<file path="src/rtl/vga_timing_gen.sv">
// Raster timing generator: divides clk48 to a pixel strobe, runs h/v counters, decodes syncs/de/strobes.
// Latency: all outputs registered; they present the new position one clk48 after the advance decision.
// Backpressure: none; free-running. Optional frame counter port under VGA_FRAME_CNT_EN.
module vga_timing_gen #(
  parameter int   CLK_DIV   = 2,
  parameter int   H_ACTIVE  = 640,
  parameter int   H_FP      = 16,
  parameter int   H_SYNC    = 96,
  parameter int   H_BP      = 48,
  parameter int   V_ACTIVE  = 480,
  parameter int   V_FP      = 10,
  parameter int   V_SYNC    = 2,
  parameter int   V_BP      = 33,
  parameter logic HSYNC_POL = 1'b0,
  parameter logic VSYNC_POL = 1'b0
) (
  input  logic        clk48,
  input  logic        rst_n,
  output logic        pix_stb,
  output logic [10:0] hpos,
  output logic [9:0]  vpos,
  output logic        de,
  output logic        hsync,
  output logic        vsync,
  output logic        line_start,
  output logic        frame_start
`ifdef VGA_FRAME_CNT_EN
  ,
  output logic [7:0]  frame_cnt
`endif
);

  localparam int H_TOTAL = H_ACTIVE + H_FP + H_SYNC + H_BP;
  localparam int V_TOTAL = V_ACTIVE + V_FP + V_SYNC + V_BP;

  if (H_TOTAL > 2048) begin : g_h_total_chk
    $error("vga_timing_gen: H_TOTAL exceeds 2048");
  end
  if (V_TOTAL > 1024) begin : g_v_total_chk
    $error("vga_timing_gen: V_TOTAL exceeds 1024");
  end
  if (CLK_DIV < 1 || CLK_DIV > 8) begin : g_div_chk
    $error("vga_timing_gen: CLK_DIV must be 1..8");
  end

  localparam logic [2:0]  DIV_LAST = 3'(CLK_DIV - 1);
  localparam logic [10:0] H_LAST   = 11'(H_TOTAL - 1);
  localparam logic [9:0]  V_LAST   = 10'(V_TOTAL - 1);
  // Decode bounds are one bit wider so an end bound equal to the total still fits.
  localparam logic [11:0] H_ACT_W  = 12'(H_ACTIVE);
  localparam logic [11:0] HS_BEG   = 12'(H_ACTIVE + H_FP);
  localparam logic [11:0] HS_END   = 12'(H_ACTIVE + H_FP + H_SYNC);
  localparam logic [10:0] V_ACT_W  = 11'(V_ACTIVE);
  localparam logic [10:0] VS_BEG   = 11'(V_ACTIVE + V_FP);
  localparam logic [10:0] VS_END   = 11'(V_ACTIVE + V_FP + V_SYNC);

  logic [2:0]  div_q, div_d;
  logic [10:0] hpos_q, hpos_d;
  logic [9:0]  vpos_q, vpos_d;
  logic        de_q, de_d;
  logic        hsync_q, hsync_d;
  logic        vsync_q, vsync_d;
  logic        stb_q, stb_d;
  logic        ls_q, ls_d;
  logic        fs_q, fs_d;
  logic        adv;
  logic [11:0] h_ext;
  logic [10:0] v_ext;
  logic        hs_act, vs_act;

`ifdef VGA_FRAME_CNT_EN
  logic [7:0]  fcnt_q, fcnt_d;
`endif

  // Next-state: divider, position counters and decode of the new position.
  always_comb begin
    adv    = (div_q == DIV_LAST);
    div_d  = adv ? 3'd0 : div_q + 3'd1;
    hpos_d = hpos_q;
    vpos_d = vpos_q;
    if (adv) begin
      if (hpos_q == H_LAST) begin
        hpos_d = 11'd0;
        vpos_d = (vpos_q == V_LAST) ? 10'd0 : vpos_q + 10'd1;
      end else begin
        hpos_d = hpos_q + 11'd1;
      end
    end

    h_ext  = {1'b0, hpos_d};
    v_ext  = {1'b0, vpos_d};
    hs_act = (h_ext >= HS_BEG) && (h_ext < HS_END);
    vs_act = (v_ext >= VS_BEG) && (v_ext < VS_END);

    // Decoded outputs only move on an advance so they always match hpos/vpos.
    de_d    = adv ? ((h_ext < H_ACT_W) && (v_ext < V_ACT_W)) : de_q;
    hsync_d = adv ? (hs_act ? HSYNC_POL : ~HSYNC_POL) : hsync_q;
    vsync_d = adv ? (vs_act ? VSYNC_POL : ~VSYNC_POL) : vsync_q;
    stb_d   = adv;
    ls_d    = adv && (hpos_d == 11'd0);
    fs_d    = adv && (hpos_d == 11'd0) && (vpos_d == 10'd0);

`ifdef VGA_FRAME_CNT_EN
    fcnt_d  = fs_d ? fcnt_q + 8'd1 : fcnt_q;
`endif
  end

  // State registers; synchronous reset parks the beam at the last position of the frame.
  always_ff @(posedge clk48) begin
    if (!rst_n) begin
      div_q   <= 3'd0;
      hpos_q  <= H_LAST;
      vpos_q  <= V_LAST;
      de_q    <= 1'b0;
      hsync_q <= ~HSYNC_POL;
      vsync_q <= ~VSYNC_POL;
      stb_q   <= 1'b0;
      ls_q    <= 1'b0;
      fs_q    <= 1'b0;
`ifdef VGA_FRAME_CNT_EN
      fcnt_q  <= 8'd0;
`endif
    end else begin
      div_q   <= div_d;
      hpos_q  <= hpos_d;
      vpos_q  <= vpos_d;
      de_q    <= de_d;
      hsync_q <= hsync_d;
      vsync_q <= vsync_d;
      stb_q   <= stb_d;
      ls_q    <= ls_d;
      fs_q    <= fs_d;
`ifdef VGA_FRAME_CNT_EN
      fcnt_q  <= fcnt_d;
`endif
    end
  end

  assign pix_stb     = stb_q;
  assign hpos        = hpos_q;
  assign vpos        = vpos_q;
  assign de          = de_q;
  assign hsync       = hsync_q;
  assign vsync       = vsync_q;
  assign line_start  = ls_q;
  assign frame_start = fs_q;
`ifdef VGA_FRAME_CNT_EN
  assign frame_cnt   = fcnt_q;
`endif

endmodule

</file>
<file path="config.mk">
export PLATFORM = sky130hd
export DESIGN_NAME = vga_timing_gen
export DESIGN_NICKNAME = d
export VERILOG_FILES = /design/src/rtl/vga_timing_gen.sv
export SDC_FILE = /design/constraint.sdc
export NUM_CORES = 1
export LEC_CHECK = 0
export ABC_CLOCK_PERIOD_IN_PS = 5400
export BUFFER_PORTS_ARGS = -buffer_cell sky130_fd_sc_hd__buf_4
export CORE_MARGIN = 8
export CORE_UTILIZATION = 45
export CTS_CLUSTER_DIAMETER = 200
export DETAILED_ROUTE_END_ITERATION = 6
export HOLD_SLACK_MARGIN = 0.1
export PLACE_DENSITY_LB_ADDON = 0.05
export SLEW_MARGIN = 0
export SYNTH_ARGS = -nofsm -noshare
export SYNTH_HDL_FRONTEND = slang
export SYNTH_SLANG_ARGS = --single-unit
</file>
<file path="constraint.sdc">
create_clock -name clk48 -period 5.4 [get_ports clk48]
set_clock_uncertainty 0.1 [all_clocks]
set_input_delay 0.81 -clock clk48 [delete_from_list [all_inputs] [get_ports clk48]]
set_output_delay 0.81 -clock clk48 [all_outputs]
set_load 0.05 [all_outputs]
</file>
# After elaboration in Yosys (flattened, before gate mapping)

Cells that the tools add are included.

Register bits after elaboration: 30
Latch bits: 0
RAM bits: 0
Bits in read-only memories: 0
Bits of input ports: 2
Output and inout port bits: 27
Logic and storage cells: 37
Memories kept: 0

$add $sub $neg: 3
Multipliers: 0
Div/mod/pow operators: 0
Magnitude comparators: 6
Equal/unequal tests: 3
Shift operators: 0
Mux-type cells: 7
Bitwise operators: 1
Reduce and logical (&&, ||, !) cells: 8

Operator list:

| operator                                                                       | count |
|---|---|
| 10-bit 2-to-1 mux                                                              | 3 |
| 11-bit by 10-bit less-than comparator with 1-bit output, second input constant | 2 |
| 11-bit 2-to-1 mux                                                              | 2 |
| 10-bit by 9-bit less-than comparator with 1-bit output, second input constant  | 2 |
| 11-bit by 1-bit adder with 11-bit output, second input constant                | 1 |
| 11-bit by 10-bit == test with 1-bit output, second input constant              | 1 |
| 11-bit by 10-bit >= comparator with 1-bit output, second input constant        | 1 |
| 11-bit zero test                                                               | 1 |
| 10-bit by 1-bit adder with 10-bit output, second input constant                | 1 |
| 10-bit == test, second input constant                                          | 1 |
| 10-bit by 9-bit >= comparator with 1-bit output, second input constant         | 1 |
| 10-bit zero test                                                               | 1 |
| 1-bit logical AND                                                              | 5 |
| 3-bit by 1-bit adder with 3-bit output, second input constant                  | 1 |
| 3-bit by 1-bit == test with 1-bit output, second input constant                | 1 |
| 1-bit 2-to-1 mux                                                               | 2 |
| 2-bit OR reduction                                                             | 1 |
| 1-bit inverter                                                                 | 1 |

# Logic depth before layout (Yosys ltp)

Gate-level depths: netlist (run 1).

Word-level depth: 7
Gate-level depth with buffers: 9
Gate-level depth less buffers: 8

# Worst setup path after synthesis (run 1)

No wires, ideal clock.

Path type: register -> register
From: reg hpos_q[0] (netlist: hpos[0])
To: reg fs_q (netlist: frame_start)
Library setup time: 116 ps
Arrival time: 2749 ps
Required time: 5184 ps
Path slack: 2435 ps
Cell stages (with the launch flop): 9
Buffers on the path: 1
Clock period less this slack: 2965 ps
Cell sequence: dfxtp_1 ha_1 nand3_1 or4_4 buf_6 or4_4 o21ai_2 nor3_1 and4_1

Longest elaborated chain between the ends: 6
Elaborated cells on any way between the ends: 10
Classes of those cells: add/sub (1); eq/ne (1); mux (4); reduce/logical (4)

Ends and longest elaborated chain:

| element                                                                                                       | RTL line | text |
|---|---|---|
| from (decl)                                                                                                   | 58       | `logic [10:0] hpos_q, hpos_d;` |
| from (signal assigned)                                                                                        | 125      | `hpos_q <= hpos_d;` |
| 11-bit by 1-bit adder with 11-bit output / 11-bit by 10-bit == test with 1-bit output (equally long branches) | 86, 82   |  |
| 11-bit 2-to-1 mux                                                                                             | 82       | `if (hpos_q == H_LAST) begin` |
| 11-bit 2-to-1 mux                                                                                             | 81       | `if (adv) begin` |
| 11-bit zero test                                                                                              | 101      | `fs_d = adv && (hpos_d == 11'd0) && (vpos_d == 10'd0);` |
| 1-bit logical AND                                                                                             | 101      |  |
| 1-bit logical AND (*)                                                                                         | 101      |  |
| to (signal assigned)                                                                                          | 132      | `fs_q <= fs_d;` |
| to (decl)                                                                                                     | 65       | `logic fs_q, fs_d;` |

Every way passes the cells marked *; elsewhere a longest branch is shown, timed or not.
A chain may end at the register's enable or synchronous reset.

# Final worst setup path (run 1)

From: reg hpos_q[0] (netlist: hpos[0])
To: reg vsync_q (netlist: vsync)

Longest elaborated chain between the ends: 6
Elaborated cells on any way between the ends: 7
Classes of those cells: order compare (2); eq/ne (1); mux (3); reduce/logical (1)

Ends and longest elaborated chain:

| element                                                                                                                          | RTL line | text |
|---|---|---|
| 11-bit by 10-bit == test with 1-bit output (*)                                                                                   | 82       |  |
| 10-bit 2-to-1 mux (*)                                                                                                            | 82       |  |
| 10-bit 2-to-1 mux (*)                                                                                                            | 81       |  |
| 10-bit by 9-bit >= comparator with 1-bit output / 10-bit by 9-bit less-than comparator with 1-bit output (equally long branches) | 93       | `vs_act = (v_ext >= VS_BEG) && (v_ext < VS_END);` |
| 1-bit logical AND (*)                                                                                                            | 93       |  |
| 1-bit 2-to-1 mux (*)                                                                                                             | 98       | `vsync_d = adv ? (vs_act ? VSYNC_POL : ~VSYNC_POL) : vsync_q;` |
| to (signal assigned)                                                                                                             | 116      | `vsync_q <= ~VSYNC_POL;` |
| to (signal assigned)                                                                                                             | 129      | `vsync_q <= vsync_d;` |
| to (decl)                                                                                                                        | 62       | `logic vsync_q, vsync_d;` |

Marked as above.

==> results of run 1 <==
kinds of logic after synthesis:
group                      after synthesis  share of synthesized area
muxes                                    2                     0.0123
buffers and inverters                   21                     0.0555
xor gates and xnor gates                13                     0.0656
and+or+nand+nor                        105                      0.345
AOI/OAI and AO/OA                       36                      0.140
DFF                                     30                      0.346
adders and majority gates                5                     0.0360
critical path, stage by stage (launching register included):
cell and delay [ns]:
dfxtp_1 0.45, ha_1 0.26, nand3_1 0.45, nor4_1 0.75, nand2_1 0.15, xnor2_1 0.24
nor4bb_1 0.45, a31oi_1 0.13
how the worst max path moves through the flow:
stage / from / end / slack (ns) / cells after the start
3_3_place_gp: hpos[0]$_SDFF_PN1_ / frame_start$_SDFF_PN0_ / 2.50 / 7
6_report: hpos[0]$_SDFF_PN1_ / vsync$_SDFFE_PN1N_ / 2.28 / 7
2_1_floorplan: hpos[0]$_SDFF_PN1_ / frame_start$_SDFF_PN0_ / 2.44 / 8
3_5_place_dp: hpos[0]$_SDFF_PN1_ / vsync$_SDFFE_PN1N_ / 2.38 / 7
4_1_cts: hpos[0]$_SDFF_PN1_ / vsync$_SDFFE_PN1N_ / 2.36 / 7
5_1_grt: hpos[0]$_SDFF_PN1_ / vsync$_SDFFE_PN1N_ / 2.06 / 7
flip-flops by register name (all words and copies together) (netlist names):
register	count
hpos	11
vpos	10
div_q	3
de	1
frame_start	1
hsync	1
line_start	1
pix_stb	1
vsync	1
metrics by stage:
stage / worst slack [ns] / hold WS (ns) / cells / total power (uW)
after detailed placement: 2.38 / 0.350 / 276 / 603
after global routing: 2.06 / 0.376 / 282 / 827
after CTS: 2.36 / 0.362 / 282 / 781
after floorplan: 2.44 / 0.321 / 212 / 530
after global placement: 2.50 / 0.333 / 276 / 598
final: 2.28 / 0.360 / 282 / 778
metal layers:
metal | global-route usage | share of wire | vias to the layer above
li1 | - | - | 820
met5 | 0 | 0 | -
met4 | 0.0630 | 0.011 | 0
met2 | 0.264 | 0.49 | 58
met1 | 0.170 | 0.44 | 816
met3 | 0.0501 | 0.057 | 6
synthesized netlist by cell type (3+ instances only):
cell type   n
dfxtp_1    30
nand2_1    20
nor2_1     14
nand3_1    13
nor3_1     10
xnor2_1    10
inv_1       9
nor4_1      8
o21ai_0     8
clkbuf_1    7
nor2b_1     7
and2_1      6
nand4_1     6
a21oi_1     5
ha_1        5
a31oi_1     3
and3_1      3
o211ai_1    3
or4_4       3
xor2_1      3
power by group through the flow:
stage | sequential [uW] | clock (uW) | combinational [uW]
CTS | 280 | 181 | 320
detailed placement | 285 | 0 | 318
floorplan | 333 | 0 | 196
global placement | 283 | 0 | 315
finish | 281 | 177 | 320
global route | 286 | 192 | 349
cell type report:
class	count	area (sq um)
fill	366	1660
tap	48	60.1
inverter	9	33.8
multi-input combinational	161	1040
timing repair buffer	28	210
sequential	30	601
clock buffer	6	82.6
==> implementation parameters, run 1 <==
Parameter                              Value

Run
  Number of max-capacitance violations reported ... 0

Clock network
  Clock root buffer master ... clkbuf_8
  Clock Sinks ... 30
  Clock transition time at the flip-flop clock pins of the worst setup and hold paths ... 0.07 ns
  Insertion delay to the later sink of the worst-skew pair ... 0.28 ns
  Number of buffers inserted by hold repair at cts ... 0
  Resized Gates After CTS ... 0
  Buffers inserted by post-CTS timing repair ... 0
  Max clock buf depth ... 2
  Number of buffers created by CTS ... 5
  H-Tree Depth ... 2
  TritonCTS clock tree ... built

Die
  Total Die Area ... 6100 sq um
  Top-level port count ... 29
  Overall die width ... 78.1 um
  Placement Rows ... 22
  Initial cell density of the core ... 0.470
  Die extent in y ... 78.1 um
  Core area ... 3690 sq um

Power
  Leakage power summed over all cells ... 0.000788 uW
  Internal cell power ... 447 uW
  Net switching fraction of the power ... 0.425
  Comb pwr share ... 0.411
  Share of total power in the clock network ... 0.227
  Peak supply drop ... 193 uV
  Power Density ... 384 nW/um^2
  Net load switching power ... 331 uW
  Share of total power in sequential cells ... 0.362

Layout
  Diode count ... 0
  Top library cells by usage in the layout, fill and taps aside ... 30 x dfxtp_1, 28 x buf_4, 20 x nand2_1
  Final net count ... 242
  Commonest non-fill, non-tap cell in the layout ... dfxtp_1
  Share of layout cells above drive strength 1 ... 0.192
  Layout area overhead ... 16.7%
  Area of all placed cells without fillers ... 2030 sq um
  Post-layout utilization of the core ... 0.549

Synthesis
  Post-synthesis sequential element count ... 30
  Area share of the largest cell type after synthesis ... 0.346
  Sequential share of the synthesized area ... 0.346
  Number of enable flip-flop cells after synthesis ... 0
  Gate count of the mapped netlist ... 212
  Mean area per synthesized cell ... 8.19 sq um
  Most common flop cell mapped by yosys ... dfxtp_1
  Biggest area consumer among synthesized cells ... dfxtp_1
  Async set or reset register ratio after synthesis ... 0
  Syn Nets ... 219
  Post-Synthesis Cell Area ... 1740 sq um
  Leading post-synthesis cells by cell area ... dfxtp_1 35%, xnor2_1 5.0%, nand2_1 4.3%
  Number of distinct standard cells referenced by the synthesized netlist ... 50
  Yosys warnings ... 0

STA
  Max-slew violation count ... 0
  Normalized max-slew margin ... 0.555
  Final Hold Violating Endpoints ... 0
  Post-route setup TNS ... 0 ns
  Setup repair after global routing missed its margin ... false
  Fin crit period ... 3.12 ns
  Pin slew with the least headroom to its limit ... 0.661 ns
  Fmax achieved ... 321 MHz
  Final Cycle Share ... 0.577
  Count of endpoints failing setup in the final report ... 0

Routing
  Iteration-0 DRC count of the detailed router ... 131
  Count of nets left with antenna violations after detail routing ... 0
  Average wire per cell in the routed design ... 16.5 um
  Number of DRC violations after detailed routing ... 0
  Via count of the routed design ... 1700
  Total iterations of the first detailed-routing run ... 4
  Mean number of vias per cell ... 6.03
  Wire length reported by the detailed router ... 4670 um

Worst hold path
  Min-Delay Path Depth ... 1
  Start point of the worst min-delay path ... div_q[0]$_SDFF_PP0_
  Hold Path Class ... register to register
  Hold endpoint ... div_q[0]$_SDFF_PP0_

Placement
  Number of input and output port buffers inserted ... 28
  DP HPWL ... 3460 um
  Final estimated routing congestion in global placement ... 0.932
  Placement Cell Area ... 1940 sq um

Setup path
  Critical-path maximum fanout ... 15
  Logic depth of the worst register-to-register path ... 7
  Register-to-register path setup slack ... 2.28 ns
  Worst path arrival time ... 3.16 ns
  Required arrival time at the worst endpoint ... 5.44 ns
  CP Launch Type ... register
  Class of the most critical setup path ... register to register
  FF-to-FF Start ... hpos[0]$_SDFF_PN1_
  Capture point of the worst reg-to-reg path ... vsync$_SDFFE_PN1N_
  Worst setup EP type ... register

Global route
  Global-route wire length before repair ... 7690 um
  Maximum number of pins on one net before global-route repair ... 25
  Tot GR Track Use ... 0.154
  Number of antenna violations at the first check in global routing ... 0
  Vias in the first global route ... 1640
  Overflow after GRT ... 0

Outcome
  Status ... finished, final reports clean
(Power assumes the default switching activity.)
==> run 2: changes to the inputs <==
ABC_AREA = 1   (was not set)
ABC_CLOCK_PERIOD_IN_PS = 2600   (was 5400)
clock period = 2.6 ns   (was 5.4 ns; I/O delays follow)
==> run 2 against run 1 <==
Register-to-register slack worse by 1.8 ns. Clock-buffer cell count is the same. Synthesized area increased by 9.7%. Flip-flop and latch count stayed put. Maximum frequency rose by 50%. Global-route usage rose by 0.30 points. Via count grew 8.1%. Cell area rose by 11%. Worst setup slack worse by 1.8 ns. Power is 140% higher. Final cell count rose by 32%. Critical endpoint is now de$_SDFFE_PN0N_.
==> implementation parameters, run 2 <==
Parameter                              Value

Clock network
  Insertion delay to the later sink of the worst-skew pair ... 0.29 ns (about the same)
  TritonCTS clock tree ... built
  Clock Sinks ... 30 (unchanged)
  Number of buffers inserted by hold repair at cts ... 0 (unchanged)
  Resized Gates After CTS ... 0 (unchanged)
  Max clock buf depth ... 2 (unchanged)
  Clock root buffer master ... clkbuf_8
  Clock transition time at the flip-flop clock pins of the worst setup and hold paths ... 0.07 ns (about the same)
  Number of buffers created by CTS ... 5 (unchanged)
  Buffers inserted by post-CTS timing repair ... 0 (unchanged)
  H-Tree Depth ... 2 (unchanged)

Synthesis
  Post-synthesis sequential element count ... 30 (unchanged)
  Ranking of synthesized cells by instance count ... 78 x nand2_1, 48 x nor2_1, 42 x inv_1
  Share of synthesized area spent on multiplexers ... 0 (-0.0123)
  Xor/xnor share of the synthesized area ... 0.0184 (-0.0472)
  Post-Synthesis Cell Area ... 1900 sq um (+9.7%)
  Syn Nets ... 297 (+36%)
  Number of distinct standard cells referenced by the synthesized netlist ... 30 (-40%)
  Yosys warnings ... 0 (unchanged)
  Largest family of logic cells by synthesized area ... simple AND/OR/NAND/NOR gates
  Mean area per synthesized cell ... 6.57 sq um (-20%)
  Gate count of the mapped netlist ... 290 (+37%)
  Sequential share of the synthesized area ... 0.315 (-0.0307)
  Simple-Gate Fraction of Synth Area ... 0.478 (+0.133)
  Leading post-synthesis cells by cell area ... dfxtp_1 32%, nand2_1 15%, nor2_1 9.5%
  Number of enable flip-flop cells after synthesis ... 0 (unchanged)
  Area share of the largest cell type after synthesis ... 0.315 (-0.0307)
  Biggest area consumer among synthesized cells ... dfxtp_1
  Most common flop cell mapped by yosys ... dfxtp_1
  Complex-gate fraction of the synthesized area ... 0.0532 (-0.0867)
  Synthesized-area fraction occupied by adder cells ... 0.0329 (-0.00320)
  Async set or reset register ratio after synthesis ... 0 (unchanged)
  Top-count cell post-synth ... nand2_1

Global route
  Global-route wire length before repair ... 8240 um (+7.2%)
  Number of antenna violations at the first check in global routing ... 0 (unchanged)
  Tot GR Track Use ... 0.157 (+0.00303)
  Maximum number of pins on one net before global-route repair ... 15 (-40%)
  Overflow after GRT ... 0 (unchanged)
  Vias in the first global route ... 1823 (+11%)

STA
  Fmax achieved ... 482 MHz (+50%)
  Fin crit period ... 2.08 ns (-1.04 ns)
  Pin slew with the least headroom to its limit ... 0.472 ns (-0.189 ns)
  Setup repair after global routing missed its margin ... false
  Setup slack of the critical path after layout ... 0.524 ns (-1.76 ns)
  Final Cycle Share ... 0.799 (+0.221)
  Fin Hold WS ... 0.263 ns (-0.0975 ns)
  Final Hold Violating Endpoints ... 0 (unchanged)
  Max-slew violation count ... 0 (unchanged)
  Count of endpoints failing setup in the final report ... 0 (unchanged)
  Post-route setup TNS ... 0 ns (unchanged)
  Normalized max-slew margin ... 0.685 (+0.130)

Layout
  Layout area overhead ... 17.7%
  Largest register FFs ... 11 (unchanged)
  Top library cells by usage in the layout, fill and taps aside ... 78 x nand2_1, 48 x nor2_1, 42 x inv_1
  Diode count ... 0 (unchanged)
  Final net count ... 328 (+36%)
  Post-layout utilization of the core ... 0.557 (+0.00734)
  Share of layout cells above drive strength 1 ... 0.180 (-0.0122)
  Commonest non-fill, non-tap cell in the layout ... nand2_1

Power
  Leakage power summed over all cells ... 0.00111 uW (+41%)
  Peak supply drop ... 305 uV (+58%)
  Power Density ... 819 nW/um^2 (+110%)

Run
  Number of max-capacitance violations reported ... 0 (unchanged)

Setup path
  Worst setup EP type ... register
  Most frequent cell on the critical path ... nand2_1
  CP Launch Type ... register
  Critical-path maximum fanout ... 13 (-2)
  Crit path largest cell delay ... 0.36 ns (-0.39 ns)
  Highest-delay cell along the critical path ... dfxtp_1
  Worst path arrival time ... 2.16 ns (-1.00 ns)
  Required arrival time at the worst endpoint ... 2.68 ns (-2.76 ns)
  Critical path, cell by cell ... ha_1 > inv_1 > nor2_4 > buf_4 > nand3_1 > o21bai_2 > nand2_1 > nor2_1 > nand2_1 > nor2_1 > inv_1 > nand2_1 > nand2_1
  Class of the most critical setup path ... register to register

Routing
  Iteration-0 DRC count of the detailed router ... 102 (-22%)
  Count of nets left with antenna violations after detail routing ... 0 (unchanged)
  Number of DRC violations after detailed routing ... 0 (unchanged)
  Average wire per cell in the routed design ... 12.6 um (-24%)
  Mean number of vias per cell ... 4.94 (-18%)
  Wire length reported by the detailed router ... 4680 um (+0.30%)
  Total iterations of the first detailed-routing run ... 5 (+1)
  Via count of the routed design ... 1838 (+8.1%)

Die
  Top-level port count ... 29 (unchanged)
  Initial cell density of the core ... 0.473 (+0.00218)
  Total Die Area ... 6570 sq um (+7.7%)
  Placement Rows ... 23 (+4.5%)
  Core area ... 4030 sq um (+9.2%)
  Overall die width ... 81.1 um (+3.8%)
  Die extent in y ... 81.1 um (+3.8%)

Outcome
  Status ... finished, final reports clean

Placement
  Worst setup slack after placement ... 0.514 ns (-1.87 ns)
  Final estimated routing congestion in global placement ... 0.841 (-9.7%)
  DP HPWL ... 3750 um (+8.5%)
  Number of input and output port buffers inserted ... 28 (unchanged)

Worst hold path
  Hold Path Class ... input port to register
run 2: changes by cell type in the layout (fill, tap and decap cells not counted), sizes merged, moves of 7 or more:
cell	previous run	this run
xnor2	10	1
nor2b	7	0
inv	9	42
nand2	20	81
nor2	14	58
nor4	9	0
nand3	13	32
run 2: per-stage QoR:
step / cell area (sq um) / power [uW] / cells
5_1_grt: 2240 / 1970 / 372
6_report: 2240 / 1840 / 372
3_3_place_gp: 2150 / 1450 / 364
3_5_place_dp: 2150 / 1450 / 364
4_1_cts: 2240 / 1860 / 372
2_1_floorplan: 1900 / 1260 / 290
run 2: layout make-up:
| cell class | count | area [sq um] |
|---|---|---|
| inverter | 42 | 158 |
| multi-input combinational | 213 | 1110 |
| fill | 435 | 1790 |
| clock inverter | 2 | 12.5 |
| clock buffer | 6 | 82.6 |
| timing repair buffer | 29 | 218 |
| sequential | 30 | 601 |
| tap | 50 | 62.6 |
run 2: layer usage:
| metal | part of all wire | global-route usage |
|---|---|---|
| met3 | 0.059 | 0.0386 |
| met1 | 0.46 | 0.187 |
| met4 | 0.014 | 0.0536 |
| met2 | 0.47 | 0.267 |
| met5 | 0 | 0 |
run 2: cell families after synthesis:
family / Yosys count
flip-flops: 30
adder cells (fa/ha/maj): 5
XOR/XNOR: 4
AND/OR/NAND/NOR: 186
buffers and inverters: 47
AO/OA/AOI/OAI: 18
run 2: critical path, delay by kind of cell (launching register included):
family          cells  cell delay, ns
fa+ha+maj           1            0.15
compound gates      1            0.12
simple gates        8            0.87
buf+inv             3            0.37
flops               1            0.36
run 2: power breakdown:
part | internal (uW) | switching (uW) | total (uW)
clock | 213 | 191 | 404
sequential | 510 | 58.7 | 569
combinational | 256 | 607 | 863
run 2: worst paths after layout:
path,cells past startpoint,to,from,slack (ns)
worst min-delay path,2,hpos[8]$_SDFF_PN1_,rst_n,0.26
worst max-delay path,13,de$_SDFFE_PN0N_,div_q[0]$_SDFF_PP0_,0.52
worst min register to register,1,div_q[0]$_SDFF_PP0_,div_q[0]$_SDFF_PP0_,0.36
worst max register to register,13,de$_SDFFE_PN0N_,div_q[0]$_SDFF_PP0_,0.52
==> run 3: changes to the inputs <==
ABC_CLOCK_PERIOD_IN_PS = 2000   (was 2600)
clock period = 2 ns   (was 2.6 ns; I/O delays follow)
==> run 3 against run 2 <==
The run now ends with setup timing left. Global-route usage increased by 1.5 points. Clock power increased by 32%. Maximum frequency rose by 3.1%. Non-clock buffer count rose by 29.
==> implementation parameters, run 3 (synthesized netlist as in run 2, its figures left out) <==
Parameter                              Value

STA
  Fin crit period ... 2.01 ns (-0.0615 ns)
  Fmax achieved ... 496 MHz (+3.1%)
  Count of endpoints failing setup in the final report ... 2 (+2)
  Max-slew violation count ... 0 (unchanged)
  Normalized max-slew margin ... 0.740 (+0.0549)
  Pin slew with the least headroom to its limit ... 0.389 ns (-0.0823 ns)
  Final Cycle Share ... 1.01 (+0.209)
  Setup repair after global routing missed its margin ... true
  Final Hold Violating Endpoints ... 0 (unchanged)
  Setup slack of the critical path after layout ... -0.0147 ns (-0.539 ns)

Power
  Peak supply drop ... 473 uV (+55%)
  Power Density ... 1050 nW/um^2 (+28%)
  Total power after layout ... 2730 uW (+49%)
  Net switching fraction of the power ... 0.458 (-0.00922)
  Share of total power in the clock network ... 0.195 (-0.025)
  Net load switching power ... 1250 uW (+46%)
  Leakage power summed over all cells ... 0.00128 uW (+15%)
  Share of total power in sequential cells ... 0.275 (-0.035)
  Internal cell power ... 1480 uW (+51%)
  Comb pwr share ... 0.530 (+0.060)

Global route
  Overflow after GRT ... 0 (unchanged)
  Tot GR Track Use ... 0.171 (+0.0145)
  Global-route wire length before repair ... 8750 um (+6.2%)
  Number of antenna violations at the first check in global routing ... 0 (unchanged)
  Maximum number of pins on one net before global-route repair ... 18 (+3)
  Vias in the first global route ... 1873 (+2.7%)

Routing
  Wire length reported by the detailed router ... 5730 um (+23%)
  Via count of the routed design ... 1991 (+8.3%)
  Mean number of vias per cell ... 4.97 (+0.49%)
  Average wire per cell in the routed design ... 14.3 um (+14%)
  Total iterations of the first detailed-routing run ... 4 (-1)
  Number of DRC violations after detailed routing ... 0 (unchanged)
  Iteration-0 DRC count of the detailed router ... 113 (+11%)
  Count of nets left with antenna violations after detail routing ... 0 (unchanged)

Placement
  Number of input and output port buffers inserted ... 28 (unchanged)
  Worst setup slack after placement ... -0.00293 ns (-0.517 ns)
  Final estimated routing congestion in global placement ... 0.859 (+2.0%)
  DP HPWL ... 4060 um (+8.1%)

Run
  Number of max-capacitance violations reported ... 0 (unchanged)

Layout
  Largest register FFs ... 11 (unchanged)
  Layout area overhead ... 36.5%
  Final net count ... 357 (+8.8%)
  Commonest non-fill, non-tap cell in the layout ... nand2_1
  Post-layout utilization of the core ... 0.645 (+0.0885)
  Share of layout cells above drive strength 1 ... 0.353 (+0.173)
  Diode count ... 0 (unchanged)
  Top library cells by usage in the layout, fill and taps aside ... 70 x nand2_1, 54 x buf_4, 44 x nor2_1

Setup path
  Critical-path maximum fanout ... 6 (-7)
  Worst path arrival time ... 2.15 ns (about the same)
  Class of the most critical setup path ... register to register
  CP Launch Type ... register
  Worst setup EP type ... register
  Register-to-register path setup slack ... -0.01 ns (-0.54 ns)
  Required arrival time at the worst endpoint ... 2.14 ns (-0.54 ns)

Worst hold path
  Hold Path Class ... input port to register

Die
  Top-level port count ... 29 (unchanged)
  Overall die width ... 81.1 um (unchanged)
  Placement Rows ... 23 (unchanged)
  Die extent in y ... 81.1 um (unchanged)
  Initial cell density of the core ... 0.473 (unchanged)
  Total Die Area ... 6570 sq um (unchanged)
  Core area ... 4030 sq um (unchanged)

Outcome
  Status ... complete, but fails checks
  Violated checks ... setup timing

Clock network
  Clock Sinks ... 30 (unchanged)
  Number of buffers created by CTS ... 5 (unchanged)
  Clock transition time at the flip-flop clock pins of the worst setup and hold paths ... 0.07 ns (about the same)
  Insertion delay to the later sink of the worst-skew pair ... 0.29 ns (about the same)
  Max clock buf depth ... 2 (unchanged)
  Clock root buffer master ... clkbuf_8
  H-Tree Depth ... 2 (unchanged)
  Number of buffers inserted by hold repair at cts ... 0 (unchanged)
  TritonCTS clock tree ... built
run 3: power by group through the flow:
stage	clock, uW	combinational, uW	sequential (uW)
final	533	1450	751
after global routing	572	1560	764
after CTS	544	1230	746
after detailed placement	0	1200	759
after global placement	0	1190	759
after floorplan	0	700	944
run 3: area by class of cell:
class | count | area [sq um]
fillers | 390 | 1430
well taps | 50 | 62.6
clock buffers | 6 | 82.6
multi-input cells | 213 | 1190
inverters | 42 | 161
repair buffers | 58 | 473
flip-flops and latches | 30 | 614
clock inverters | 2 | 12.5
run 3: stage by stage:
step           hold WS, ns  instances   TNS, ns  area (sq um)
3_5_place_dp         0.347        372  -0.00293          2230
2_1_floorplan        0.321        290         0          1920
6_report             0.264        401   -0.0282          2600
3_3_place_gp         0.354        372   -0.0194          2230
4_1_cts              0.257        382         0          2340
5_1_grt              0.277        401    -0.651          2600
run 3: critical path: stages, from the launching register on:
cell	delay, ns
dfxtp_2	0.33
inv_2	0.06
ha_4	0.13
inv_2	0.04
nor2_4	0.24
clkinvlp_4	0.24
nor2_4	0.23
o21ai_1	0.13
nand2_1	0.14
nand3_1	0.08
nor2_1	0.10
nand2_1	0.07
nor2_1	0.09
run 3: worst paths after layout:
| check | end | from | cells past startpoint |
|---|---|---|---|
| worst min-delay path | hpos[0]$_SDFF_PN1_ | rst_n | 3 |
| worst max register to register | frame_start$_SDFF_PN0_ | div_q[1]$_SDFF_PP0_ | 12 |
| worst max-delay path | frame_start$_SDFF_PN0_ | div_q[1]$_SDFF_PP0_ | 12 |
| worst min register to register | de$_SDFFE_PN0N_ | de$_SDFFE_PN0N_ | 2 |
run 3: what timing repair did:
| action | 4_1_cts | 5_1_grt |
|---|---|---|
| gates resized for setup | 1 | 31 |
| setup buffers | 2 | 18 |
| hold endpoints to repair | 0 | 0 |
| endpoints found under the setup margin | 1 | 5 |
| cloned | 0 | 1 |
| pin swaps | 1 | 21 |
run 3: routing by layer:
metal | global-route usage | vias up | share of wire
met5 | 0 | - | 0
met4 | 0.0679 | 0 | 0.018
met3 | 0.0397 | 12 | 0.055
met2 | 0.289 | 55 | 0.49
met1 | 0.205 | 901 | 0.44
li1 | - | 1023 | -
